==> config.mk <==
export PLATFORM = sky130hd
export DESIGN_NAME = lfsr_gen_flat
export DESIGN_NICKNAME = d
export VERILOG_FILES = /design/src/rtl/lfsr_pkg.sv /design/src/rtl/lfsr_gen_if.sv /design/src/rtl/lfsr_period_mon.sv /design/src/rtl/lfsr_gen.sv /design/src/flat_wrapper.sv
export SDC_FILE = /design/constraint.sdc
export NUM_CORES = 1
export LEC_CHECK = 0
export CORE_MARGIN = 8
export CORE_UTILIZATION = 34
export CTS_CLUSTER_SIZE = 8
export DETAILED_ROUTE_END_ITERATION = 16
export DONT_BUFFER_PORTS = 1
export PLACE_DENSITY = 0.46
export RECOVER_POWER = 50
export SETUP_SLACK_MARGIN = 0.4
export SLEW_MARGIN = 20
export SYNTH_ARGS = -nofsm -noshare
export SYNTH_HDL_FRONTEND = slang
export SYNTH_HIERARCHICAL = 1
export SYNTH_SLANG_ARGS = --single-unit
==> constraint.sdc <==
create_clock -name clk -period 1.8 [get_ports clk]
set_input_delay 0.09 -clock clk [delete_from_list [all_inputs] [get_ports clk]]
set_output_delay 0.09 -clock clk [all_outputs]
set_load 0.05 [all_outputs]
==> src/rtl/lfsr_pkg.sv <==
// lfsr_pkg: shared constants and tap-mask table for the lfsr_gen generator family.
// Masks are 0-indexed bit positions of the Fibonacci taps for each legal width.
package lfsr_pkg;

    localparam int unsigned LFSR_MIN_W = 3;
    localparam int unsigned LFSR_MAX_W = 16;

    localparam int unsigned MODE_FIB = 0;
    localparam int unsigned MODE_GAL = 1;

    typedef logic [LFSR_MAX_W-1:0] tap_mask_t;

    // Maximal-length taps, index = width; entries 0..2 are unused.
    localparam tap_mask_t LFSR_TAP_TABLE [LFSR_MAX_W+1] = '{
        16'h0000, 16'h0000, 16'h0000,
        16'h0006,  // 3 : x^3+x^2+1
        16'h000C,  // 4 : x^4+x^3+1
        16'h0014,  // 5 : x^5+x^3+1
        16'h0030,  // 6 : x^6+x^5+1
        16'h0060,  // 7 : x^7+x^6+1
        16'h00B8,  // 8 : x^8+x^6+x^5+x^4+1
        16'h0110,  // 9 : x^9+x^5+1
        16'h0240,  // 10: x^10+x^7+1
        16'h0500,  // 11: x^11+x^9+1
        16'h0829,  // 12: x^12+x^6+x^4+x+1
        16'h100D,  // 13: x^13+x^4+x^3+x+1
        16'h2015,  // 14: x^14+x^5+x^3+x+1
        16'h6000,  // 15: x^15+x^14+1
        16'hD008   // 16: x^16+x^15+x^13+x^4+1
    };

    // Fibonacci tap mask for a width; zero for out-of-range widths.
    function automatic tap_mask_t lfsr_taps(input int unsigned width);
        if (width < LFSR_MIN_W || width > LFSR_MAX_W) begin
            return '0;
        end
        return LFSR_TAP_TABLE[width[4:0]];
    endfunction

    // Galois form of the same polynomial: the Fibonacci mask mirrored within
    // the width, so bit 0 is always set and the step stays invertible.
    function automatic tap_mask_t lfsr_gal_taps(input int unsigned width);
        tap_mask_t fib;
        tap_mask_t gal;
        fib = lfsr_taps(width);
        gal = '0;
        for (int unsigned i = 0; i < width; i++) begin
            if (((fib >> i) & tap_mask_t'(1)) != '0) begin
                gal = gal | (tap_mask_t'(1) << (width - 1 - i));
            end
        end
        return gal;
    endfunction

endpackage

==> src/rtl/lfsr_gen_if.sv <==
// lfsr_gen_if: control/data bundle between an LFSR consumer (master) and lfsr_gen (slave).
// Period-monitor signals exist only when LFSR_PERIOD_MON_EN is defined.
interface lfsr_gen_if #(
    parameter int unsigned WIDTH = 8
);
    logic             en;
    logic             load;
    logic [WIDTH-1:0] seed_in;
    logic [WIDTH-1:0] lfsr;
    logic             bit_out;
    logic             lockup;
`ifdef LFSR_PERIOD_MON_EN
    logic             period_done;
    logic [WIDTH-1:0] period_len;

    modport master (
        output en, load, seed_in,
        input  lfsr, bit_out, lockup, period_done, period_len
    );
    modport slave (
        input  en, load, seed_in,
        output lfsr, bit_out, lockup, period_done, period_len
    );
`else
    modport master (
        output en, load, seed_in,
        input  lfsr, bit_out, lockup
    );
    modport slave (
        input  en, load, seed_in,
        output lfsr, bit_out, lockup
    );
`endif
endinterface

==> src/rtl/lfsr_period_mon.sv <==
// lfsr_period_mon: counts steps since the last (re)seed and flags the return to
// that seed. Built only when LFSR_PERIOD_MON_EN is defined.
module lfsr_period_mon #(
    parameter int unsigned      WIDTH = 8,
    parameter logic [WIDTH-1:0] SEED  = '1
) (
    input  logic             clk,
    input  logic             rst,
    input  logic             restart,     // load or lock-up recovery on this edge
    input  logic             step,        // a normal LFSR step on this edge
    input  logic [WIDTH-1:0] next_state,  // state the generator takes on this edge
    output logic             period_done,
    output logic [WIDTH-1:0] period_len
);
    logic [WIDTH-1:0] seed_ref_q;
    logic [WIDTH-1:0] cnt_q;
    logic             done_q;
    logic [WIDTH-1:0] len_q;

    // Track the reference seed, step count and last completed period length.
    always_ff @(posedge clk) begin
        if (rst) begin
            seed_ref_q <= SEED;
            cnt_q      <= '0;
            done_q     <= 1'b0;
            len_q      <= '0;
        end else begin
            done_q <= 1'b0;
            if (restart) begin
                seed_ref_q <= next_state;
                cnt_q      <= '0;
            end else if (step) begin
                if (next_state == seed_ref_q) begin
                    done_q <= 1'b1;
                    len_q  <= cnt_q + 1'b1;
                    cnt_q  <= '0;
                end else begin
                    cnt_q <= cnt_q + 1'b1;
                end
            end
        end
    end

    assign period_done = done_q;
    assign period_len  = len_q;

endmodule

==> src/rtl/lfsr_gen.sv <==
// lfsr_gen: maximal-length LFSR generator, Fibonacci or Galois, with seed load
// and all-zero lock-up recovery. Define LFSR_PERIOD_MON_EN to add the period monitor.
// WIDTH must lie in LFSR_MIN_W..LFSR_MAX_W and SEED[WIDTH-1:0] must be non-zero.
module lfsr_gen
    import lfsr_pkg::*;
#(
    parameter int unsigned WIDTH = 8,
    parameter int unsigned MODE  = MODE_FIB,
    parameter tap_mask_t   SEED  = 16'h002A
) (
    input logic       clk,
    input logic       rst,
    lfsr_gen_if.slave bus
);
    localparam tap_mask_t        TapsFull = (MODE == MODE_GAL) ? lfsr_gal_taps(WIDTH)
                                                               : lfsr_taps(WIDTH);
    localparam logic [WIDTH-1:0] Taps     = TapsFull[WIDTH-1:0];
    localparam logic [WIDTH-1:0] SeedW    = SEED[WIDTH-1:0];

    logic [WIDTH-1:0] lfsr_q;
    logic [WIDTH-1:0] lfsr_d;
    logic [WIDTH-1:0] step_val;
    logic             lockup_q;
    logic             lockup_d;

    // One LFSR step from the current state in the configured form.
    always_comb begin
        step_val = lfsr_q;
        if (MODE == MODE_GAL) begin
            step_val = {lfsr_q[WIDTH-2:0], 1'b0} ^ (lfsr_q[WIDTH-1] ? Taps : '0);
        end else begin
            step_val = {lfsr_q[WIDTH-2:0], ^(lfsr_q & Taps)};
        end
    end

    // Next state: load beats step; a zero seed or zero state falls back to SEED.
    always_comb begin
        lfsr_d   = lfsr_q;
        lockup_d = 1'b0;
        if (bus.load) begin
            if (bus.seed_in != '0) begin
                lfsr_d = bus.seed_in;
            end else begin
                lfsr_d   = SeedW;
                lockup_d = 1'b1;
            end
        end else if (bus.en) begin
            if (lfsr_q == '0) begin
                lfsr_d   = SeedW;
                lockup_d = 1'b1;
            end else begin
                lfsr_d = step_val;
            end
        end
    end

    // State register with synchronous reset.
    always_ff @(posedge clk) begin
        if (rst) begin
            lfsr_q   <= SeedW;
            lockup_q <= 1'b0;
        end else begin
            lfsr_q   <= lfsr_d;
            lockup_q <= lockup_d;
        end
    end

    assign bus.lfsr    = lfsr_q;
    assign bus.bit_out = lfsr_q[WIDTH-1];
    assign bus.lockup  = lockup_q;

`ifdef LFSR_PERIOD_MON_EN
    logic mon_restart;
    logic mon_step;

    // Any edge that installs a new reference seed restarts the period count.
    assign mon_restart = bus.load | lockup_d;
    assign mon_step    = bus.en & ~bus.load & (lfsr_q != '0);

    lfsr_period_mon #(
        .WIDTH (WIDTH),
        .SEED  (SeedW)
    ) u_period_mon (
        .clk         (clk),
        .rst         (rst),
        .restart     (mon_restart),
        .step        (mon_step),
        .next_state  (lfsr_d),
        .period_done (bus.period_done),
        .period_len  (bus.period_len)
    );
`endif

endmodule

==> src/flat_wrapper.sv <==
// flat-port wrapper written by rule: the top's interface ports become plain ports
module lfsr_gen_flat import lfsr_pkg::*;
#(
    parameter int unsigned WIDTH = 8,
    parameter int unsigned MODE  = MODE_FIB,
    parameter tap_mask_t   SEED  = 16'h002A
)
  (clk, rst, bus_en, bus_load, bus_seed_in, bus_lfsr, bus_bit_out, bus_lockup);
  lfsr_gen_if #(.WIDTH(WIDTH)) bus_i ();
  input logic clk;
  input logic rst;
  input wire logic [$bits(bus_i.en)-1:0] bus_en;
  input wire logic [$bits(bus_i.load)-1:0] bus_load;
  input wire logic [$bits(bus_i.seed_in)-1:0] bus_seed_in;
  output wire logic [$bits(bus_i.lfsr)-1:0] bus_lfsr;
  output wire logic [$bits(bus_i.bit_out)-1:0] bus_bit_out;
  output wire logic [$bits(bus_i.lockup)-1:0] bus_lockup;
  assign bus_i.en = bus_en;
  assign bus_i.load = bus_load;
  assign bus_i.seed_in = bus_seed_in;
  assign bus_lfsr = bus_i.lfsr;
  assign bus_bit_out = bus_i.bit_out;
  assign bus_lockup = bus_i.lockup;
  lfsr_gen #(.WIDTH(WIDTH), .MODE(MODE), .SEED(SEED)) u_core (.clk(clk), .rst(rst), .bus(bus_i));
endmodule
# Yosys cells after proc, flatten, opt, wreduce, memory -nomap -nowiden
# Cells that the tools add are included.
[op_classes]
shifts = 0
n_lt_le_gt_ge = 0
muxes = 8
n_div = 0
n_reduce_logical = 4
mul = 0
eq_ne = 0
bitwise = 0
add_sub_neg = 0
[op_table]
columns = ["op", "count"]
rows = [
  ["8-bit 2-to-1 mux", 4],
  ["8-bit zero test", 1],
  ["8-bit nonzero test", 1],
  ["8-bit XOR reduction", 1],
  ["1-bit 2-to-1 mux", 4],
  ["2-bit nonzero test", 1],
]
[totals]
register_bits = 9
ram_bits = 0
memories = 0
in_bits = 12
out_inout_bits = 10
mem_bits_ro = 0
word_cells = 14
latchBits = 0

# Logic depth before layout (Yosys ltp)
# Gate-level depths: netlist of the first run.
[logic_depth]
depth_word = 4
ltp_mapped = 5
mapped_depth_nobuf = 5

# Worst setup path before layout of the first run
# OpenSTA, ideal clock, no wires.
[synth_path]
path_type = "reg-to-reg"
start = "register u_core.lfsr_q[5] (netlist: u_core/bus.lfsr[5])"
end = "register u_core.lfsr_q[0] (netlist: u_core/bus.lfsr[0])"
setup_slack_ns = 0.130
n_path_buf = 0
required_ns = 1.712
synth_period_minus_slack_ns = 1.670
arrival_ns = 1.582
stages_incl_launch_ff = 6
setup_ns = 0.088
path_cell_list = "dfxtp_1 -> inv_1 -> ha_1 -> xor2_1 -> xnor2_1 -> o32ai_2"
[synth_via]
elab_chain_len = 4
elab_cells_between_ends = 5
cone_classes = "mux (3); reduce/logical (2)"
[synth_rtl]
columns = ["item", "line_no", "text"]
rows = [
  ["from (decl)", "lfsr_gen.sv:20", "logic [WIDTH-1:0] lfsr_q;"],
  ["from (signal assigned)", "lfsr_gen.sv:60", "lfsr_q <= SeedW;"],
  ["from (signal assigned)", "lfsr_gen.sv:63", "lfsr_q <= lfsr_d;"],
  ["8-bit XOR reduction or 8-bit zero test (tied branches)", "lfsr_gen.sv:32, lfsr_gen.sv:48", ""],
  ["8-bit 2-to-1 mux *", "lfsr_gen.sv:48", "if (lfsr_q == '0) begin"],
  ["8-bit 2-to-1 mux *", "lfsr_gen.sv:47", "end else if (bus.en) begin"],
  ["8-bit 2-to-1 mux *", "lfsr_gen.sv:40", "if (bus.load) begin"],
]
# Mark *: on every way between the ends. The rest lies on a longest branch, timed or not. The select of a mux whose other input is x is not followed.
# A chain may end at the register's enable or synchronous reset.

# Final worst setup path of the first run
[layout_path]
start = "register u_core.lfsr_q[1] (netlist: u_core/bus.lfsr[1])"
end = "register u_core.lfsr_q[2] (netlist: u_core/bus.lfsr[2])"
[layout_via]
elab_chain_len = 4
[layout_rtl]
columns = ["item", "line_no"]
rows = [
  ["8-bit zero test", "lfsr_gen.sv:48"],
  ["8-bit 2-to-1 mux *", "lfsr_gen.sv:48"],
  ["8-bit 2-to-1 mux *", "lfsr_gen.sv:47"],
  ["8-bit 2-to-1 mux *", "lfsr_gen.sv:40"],
]
# Marks and branches as above.

==> metrics.csv, run 1 <==
stage,metric,value,unit
run_status,status,"finished, final reports clean",
grt,global-route wire length before repair,2.91,mm
final_layout,P&R area growth vs syn,33.9,%
clocking,clk root buf,clkbuf_4,
sta,Rel. slew slack,51.5,%
setup_path,crit end category,flop,
power_and_ir_drop,Max VDD drop,0.434,mV
yosys,Synth area leader,dfxtp_1,
setup_path,crit path DAT,1.64,ns
drt,Initial DRC Count,34,
sta,Final period util,79.2,%
setup_path,Worst Path Required,2.01,ns
setup_path,Crit Path Category,flop to flop,
setup_path,worst path bufs/invs,1,
sta,Fin Clk Skew,0.00114,ns
clocking,Worst-Skew Late Latency,0.27,ns
clocking,CTS tree,yes,
sta,fmax,0.701,GHz
yosys,Netlist cell types,27,
place,port buffer count,0,
yosys,Synth Instances,59,
drt,# DRC,0,
setup_path,crit path cell chain,"clkbuf_1, mux2_2, mux2i_1, nor2_1",
floorplanning,Die Span Y,56.7,um
grt,grt ovf,0,
sta,Tmin final,1.43,ns
final_layout,nets,86,
yosys,Syn Nets,72,
sta,final setup margin,0.374,ns
setup_path,slowest library cell on the worst path,clkbuf_1,
grt,initial antenna violation count,0,
floorplanning,die area,3210,um^2
setup_path,crit path max fanout,4,
floorplanning,Placeable Area,1520,um^2
sta,setup TNS,0,ns
clocking,clock sink count,9,
flow_run,max-cap violations,0,
clocking,cts bufs inserted,3,
sta,Worst Tran Pin Value,0.728,ns
setup_path,CP max stage delay,0.58,ns
place,RD Place Congestion,0.760,
drt,1st-pass router iterations,4,
drt,final wirelength,1.85,mm
sta,Final setup viols,0,
grt,GRT Overall Usage,11.7,%
drt,Vias,544,
setup_path,cell family with most CP delay,buffers and inverters,
drt,Vias/cell,6.18,
yosys,#FFs+latches synth,9,
grt,largest net degree at the start of global routing,14,
setup_path,Crit. Startpoint,u_core/bus.lfsr[1],
floorplanning,initial core utilization,36.9,%
power_and_ir_drop,Pwr Density,799,nW/um^2
place,dpl cell area,607,um^2
final_layout,final instance area,752,um^2
drt,average wire per standard cell,21.0,um
worst_hold_path,Worst Hold Launch,bus_seed_in[6],
final_layout,diode count,0,
yosys,sequential share of the synthesized area,32.1,%
setup_path,startpoint types,flop,
floorplanning,row cnt,14,
drt,Antenna Nets Post-Route,0,
place,Post-DP HPWL,1.14,mm
power_and_ir_drop,P_leak,0.266,nW
yosys,Syn Area/Cell,9.52,um^2
clocking,Longest Clk Path Bufs,2,
sta,fin. max-slew vios,0,
yosys,Yosys top cell area share,32.1,%
final_layout,Final Util,49.3,%
floorplanning,I/O Pins,22,
final_layout,share of post-route cells with drive strength above 1,33.3,%
sta,unrepaired setup endpoints after global routing,true,
sta,Hold Fails Final Rpt,0,
place,pre-CTS setup slack,0.332,ns
clocking,Clock transition at path regs,0.06,ns
yosys,synthesized area,562,um^2
floorplanning,Die X,56.7,um
yosys,number of synthesis warnings,6,
setup_path,RR Startpoint,u_core/bus.lfsr[1],
clocking,htree depth,1,
yosys,main area contributors after synthesis,"dfxtp_1, mux2_2, a21oi_1",
power_and_ir_drop,Total Power,0.601,mW
final_layout,# fillers,148,
worst_hold_path,HP Class,input port to flop,
grt,number of global-route vias before repair,542,
## registers in the layout, indices dropped and copies added, names as in the netlist
name               flops
u_core/bus.lockup      1
u_core/bus.lfsr        8
## cells in the final DEF (no fill, tap or decap)
cell and count:
nor2_1 5, dfxtp_4 3, inv_4 2, nand3_1 1, a211oi_1 3, clkbuf_4 3
or3b_2 1, a22oi_1 3, a221oi_1 2, nor4_4 1, nor4_1 2, dfxtp_1 6
a31o_2 1, and3b_2 1, ha_4 1, a221oi_2 1, buf_4 2, o32ai_2 1
a21oi_1 5, xor2_4 1, mux2_2 3, and4bb_2 1, mux2i_1 3, xnor2_2 1
nor3b_1 2, nand3b_1 2, dlygate4sd3_1 7, clkbuf_1 5, and3_1 1, a21oi_2 1
a21boi_0 1
## where the power goes
group	leakage [nW]	internal [mW]	switching [mW]	total, mW
sequential	0.0755	0.215	0.0464	0.261
clock	0.0150	0.0859	0.0792	0.165
combinational	0.176	0.0779	0.0962	0.174
## metrics by stage
stage / hold slack, ns / cells
detailed placement: 0.159 / 76
floorplan: 0.236 / 59
global placement: 0.158 / 76
global route: 0.0100 / 88
CTS: 0.0122 / 85
finish: 0.0199 / 88
## synth_stat cells, drive strengths merged
cell type	n
xor2	1
nor2	5
nand3	1
nor3b	2
nand3b	2
mux2i	3
a221oi	3
dfxtp	9
and3b	1
o32ai	1
clkbuf	1
and3	1
a31o	1
buf	3
a22oi	3
a21boi	1
a211oi	3
a21oi	6
xnor2	1
or3b	1
nor4	3
and4bb	1
ha	1
inv	2
mux2	3
## routing by layer
| metal | vias to the layer above | global-route usage (%) | part of all wire, % |
|---|---|---|---|
| li1 | 258 | - | - |
| met1 | 257 | 13.3 | 43 |
| met2 | 27 | 16.6 | 47 |
| met3 | 2 | 7.87 | 9.3 |
| met4 | 0 | 4.47 | 0.32 |
| met5 | - | 0 | 0 |
## path summary, 6_finish.rpt
path              slack, ns            endpoint  cells after the start
setup reg to reg       0.37  u_core/bus.lfsr[2]                      4
hold / removal         0.02  u_core/bus.lfsr[6]                      2
hold reg to reg        0.65   u_core/bus.lockup                      3
setup / recovery       0.37  u_core/bus.lfsr[2]                      4
## logic make-up (layout without fill, tap and decap cells)
family / Yosys count / count (layout) / share of synthesized area [%]
DFF: 9 / 9 / 32.1
buffers and inverters: 6 / 19 / 5.12
xor gates and xnor gates: 2 / 2 / 3.12
adders and majority gates: 1 / 1 / 2.23
AOI/OAI and AO/OA: 18 / 18 / 23.8
muxes: 6 / 6 / 11.4
and+or+nand+nor: 17 / 17 / 22.3
## final cells by class
| class | count | area [um^2] | area share (%) |
|---|---|---|---|
| Multi-Input combinational cell | 44 | 402 | 53.4 |
| Sequential cell | 9 | 191 | 25.5 |
| Timing Repair Buffer | 13 | 100 | 13.3 |
| Clock buffer | 4 | 26.3 | 3.49 |
| Tap cell | 16 | 20.0 | 2.66 |
| Inverter | 2 | 12.5 | 1.66 |
## worst reg2reg max path, cell delays in order, from the launching register on
cell and delay [ns]:
dfxtp_1 0.37, clkbuf_1 0.58, mux2_2 0.28, mux2i_1 0.06, nor2_1 0.08
## what timing repair did
item                                   4_1_cts  5_1_grt
setup endpoints to repair                    4        4
hold buffers                                 5        2
endpoints found under the hold margin        6        1
buffers inserted                             0        1
gates resized for setup                      6        5
pin swaps                                    1        5
Power figures use the tool's default switching activity.
==> run 2, diff against run 1 <==
Settings changed: PLACE_DENSITY 0.46 to 0.48.
Clock period 1.8 ns to 1.3 ns, I/O delays scaled along.
==> run 2 against run 1 <==
Net effect:
- the run now ends with hold timing left
- sequential share of layout area about the same
- clock power grew 35%
- non-clock buffer count grew 2
==> metrics.csv, run 2 (synthesis gave the netlist of run 1 again) <==
stage,metric,value,unit,change
clocking,clock sink count,9,,unchanged
worst_hold_path,HP Class,input port to flop,,unchanged
flow_run,max-cap violations,0,,unchanged
drt,average wire per standard cell,19.5,um,was 21.0 um
drt,Initial DRC Count,7,,was 34
grt,number of global-route vias before repair,615,,was 542
setup_path,CP max stage delay,0.35,ns,was 0.58 ns
clocking,Longest Clk Path Bufs,2,,unchanged
setup_path,worst path bufs/invs,1,,unchanged
worst_hold_path,Worst Hold Launch,bus_load,,was bus_seed_in[6]
floorplanning,Die X,56.7,um,unchanged
sta,final setup margin,0.0723,ns,was 0.374 ns
setup_path,Worst path depth,4,,unchanged
sta,Final setup viols,0,,unchanged
final_layout,P&R area growth vs syn,42.8,%,was 33.9%
run_status,status,finished with violations,,"was finished, final reports clean"
setup_path,Crit. Startpoint,u_core/bus.lfsr[5],,was u_core/bus.lfsr[1]
final_layout,nets,88,,was 86
sta,fin. max-slew vios,0,,unchanged
final_layout,register area,204,um^2,was 191 um^2
final_layout,Final Util,52.6,%,was 49.3%
clocking,htree depth,1,,unchanged
clocking,Worst-Skew Late Latency,0.26,ns,was 0.27 ns
run_status,failing checks,hold timing,,
final_layout,share of post-route cells with drive strength above 1,48.6,%,was 33.3%
place,RD Place Congestion,0.717,,was 0.760
grt,GRT Overall Usage,11.3,%,was 11.7%
power_and_ir_drop,Total Power,0.834,mW,was 0.601 mW
setup_path,R2R depth,4,,unchanged
setup_path,crit path DAT,1.41,ns,was 1.64 ns
sta,Hold Fails Final Rpt,4,,was 0
power_and_ir_drop,Max VDD drop,0.481,mV,was 0.434 mV
power_and_ir_drop,Seq pwr share,40.4,%,was 43.5%
setup_path,crit path max fanout,4,,unchanged
final_layout,most frequent cells in the layout,"dfxtp_4, dlygate4sd3_1, nor2_1",,"was dlygate4sd3_1, dfxtp_1, clkbuf_1, nor2_1, a21oi_1"
setup_path,slowest library cell on the worst path,dfxtp_4,,was clkbuf_1
clocking,Clock transition at path regs,0.08,ns,was 0.06 ns
floorplanning,I/O Pins,22,,unchanged
sta,Fin Clk Skew,0.0138,ns,was 0.00114 ns
drt,final wirelength,1.75,mm,was 1.85 mm
clocking,CTS tree,yes,,unchanged
worst_hold_path,hold path depth,2,,unchanged
setup_path,cell family with most CP delay,compound AO/OA/AOI/OAI gates,,was buffers and inverters
drt,1st-pass router iterations,4,,unchanged
floorplanning,initial core utilization,36.9,%,unchanged
final_layout,max reg flops,8,,unchanged
clocking,cts bufs inserted,3,,unchanged
power_and_ir_drop,Net Sw Frac,35.3,%,was 36.9%
grt,initial antenna violation count,0,,unchanged
grt,largest net degree at the start of global routing,16,,was 14
drt,# DRC,0,,unchanged
setup_path,Crit Path Category,flop to flop,,unchanged
sta,unrepaired setup endpoints after global routing,true,,unchanged
power_and_ir_drop,Logic pwr share,32.9,%,was 29.0%
power_and_ir_drop,power share of the clock group,26.8,%,was 27.5%
floorplanning,row cnt,14,,unchanged
setup_path,startpoint types,flop,,unchanged
sta,fmax,0.815,GHz,was 0.701 GHz
final_layout,Multi-input gate area,394,um^2,was 402 um^2
setup_path,RR Startpoint,u_core/bus.lfsr[5],,was u_core/bus.lfsr[1]
floorplanning,die area,3210,um^2,unchanged
drt,Antenna Nets Post-Route,0,,unchanged
power_and_ir_drop,Pwr Density,1040,nW/um^2,was 799 nW/um^2
sta,Final period util,94.4,%,was 79.2%
clocking,clk root buf,clkbuf_4,,unchanged
place,port buffer count,0,,unchanged
drt,Vias,536,,was 544
place,pre-CTS setup slack,0.0874,ns,was 0.332 ns
final_layout,# fillers,148,,unchanged
power_and_ir_drop,P_sw,0.295,mW,was 0.222 mW
grt,global-route wire length before repair,2.96,mm,was 2.91 mm
drt,Vias/cell,5.96,,was 6.18
setup_path,crit path cell chain,"clkbuf_2, nand3b_1, a31o_2, a21oi_2",,"was clkbuf_1, mux2_2, mux2i_1, nor2_1"
sta,Worst Tran Pin Value,0.562,ns,was 0.728 ns
grt,grt ovf,0,,unchanged
power_and_ir_drop,cell-internal power,0.539,mW,was 0.379 mW
sta,Tmin final,1.23,ns,was 1.43 ns
final_layout,diode count,0,,unchanged
place,Post-DP HPWL,1.26,mm,was 1.14 mm
setup_path,crit end category,flop,,unchanged
power_and_ir_drop,P_leak,0.302,nW,was 0.266 nW
sta,Rel. slew slack,62.7,%,was 51.5%
floorplanning,Placeable Area,1520,um^2,unchanged
setup_path,Worst Path Required,1.48,ns,was 2.01 ns
sta,setup TNS,0,ns,unchanged
sta,worst hold slack,-0.0219,ns,was 0.0199 ns
floorplanning,Die Span Y,56.7,um,unchanged
## run 2: changes by cell type in the layout (fill, tap and decap cells not counted), sizes merged
cell / change
dlygate4sd3: -1
buf: +3
## run 2: area by class of cell
type	count	area share, %
inverter	2	0.936
multi-input combinational	44	49.1
timing repair buffer	15	18.7
clock buffer	4	3.28
tap	16	2.50
sequential	9	25.4
## run 2: through the flow
stage               hold WS, ns  instance area [um^2]  std cells
global route            -0.0330                   802         90
finish                  -0.0219                   802         90
floorplan                 0.211                   612         59
detailed placement        0.133                   663         78
CTS                     -0.0428                   800         88
global placement          0.131                   663         78
## run 2: routing by layer
metal | GRT usage [%] | up-vias | share of wire (%)
li1 | - | 261 | -
met1 | 12.5 | 255 | 42
met2 | 18.8 | 18 | 49
met3 | 4.49 | 2 | 8.4
met4 | 4.12 | 0 | 0.51
met5 | 0 | - | 0
## run 2: timing repair
action,4_1_cts,5_1_grt
setup buffers,1,1
resized for setup,14,6
setup endpoints to repair,15,14
endpoints found under the hold margin,7,4
hold buffers,5,1
pin swaps,5,6
## run 2: path summary, 6_finish.rpt
check	to	slack, ns
setup / recovery	u_core/bus.lfsr[6]	0.07
hold / removal	u_core/bus.lfsr[7]	-0.02
setup reg to reg	u_core/bus.lfsr[6]	0.07
hold reg to reg	u_core/bus.lfsr[0]	0.64
## run 2: power groups by stage
stage               clock, mW  combinational [mW]  sequential (mW)
floorplan                   0               0.123            0.406
global placement            0               0.224            0.338
detailed placement          0               0.228            0.339
CTS                     0.234               0.273            0.338
global route            0.256               0.293            0.340
finish                  0.223               0.274            0.337
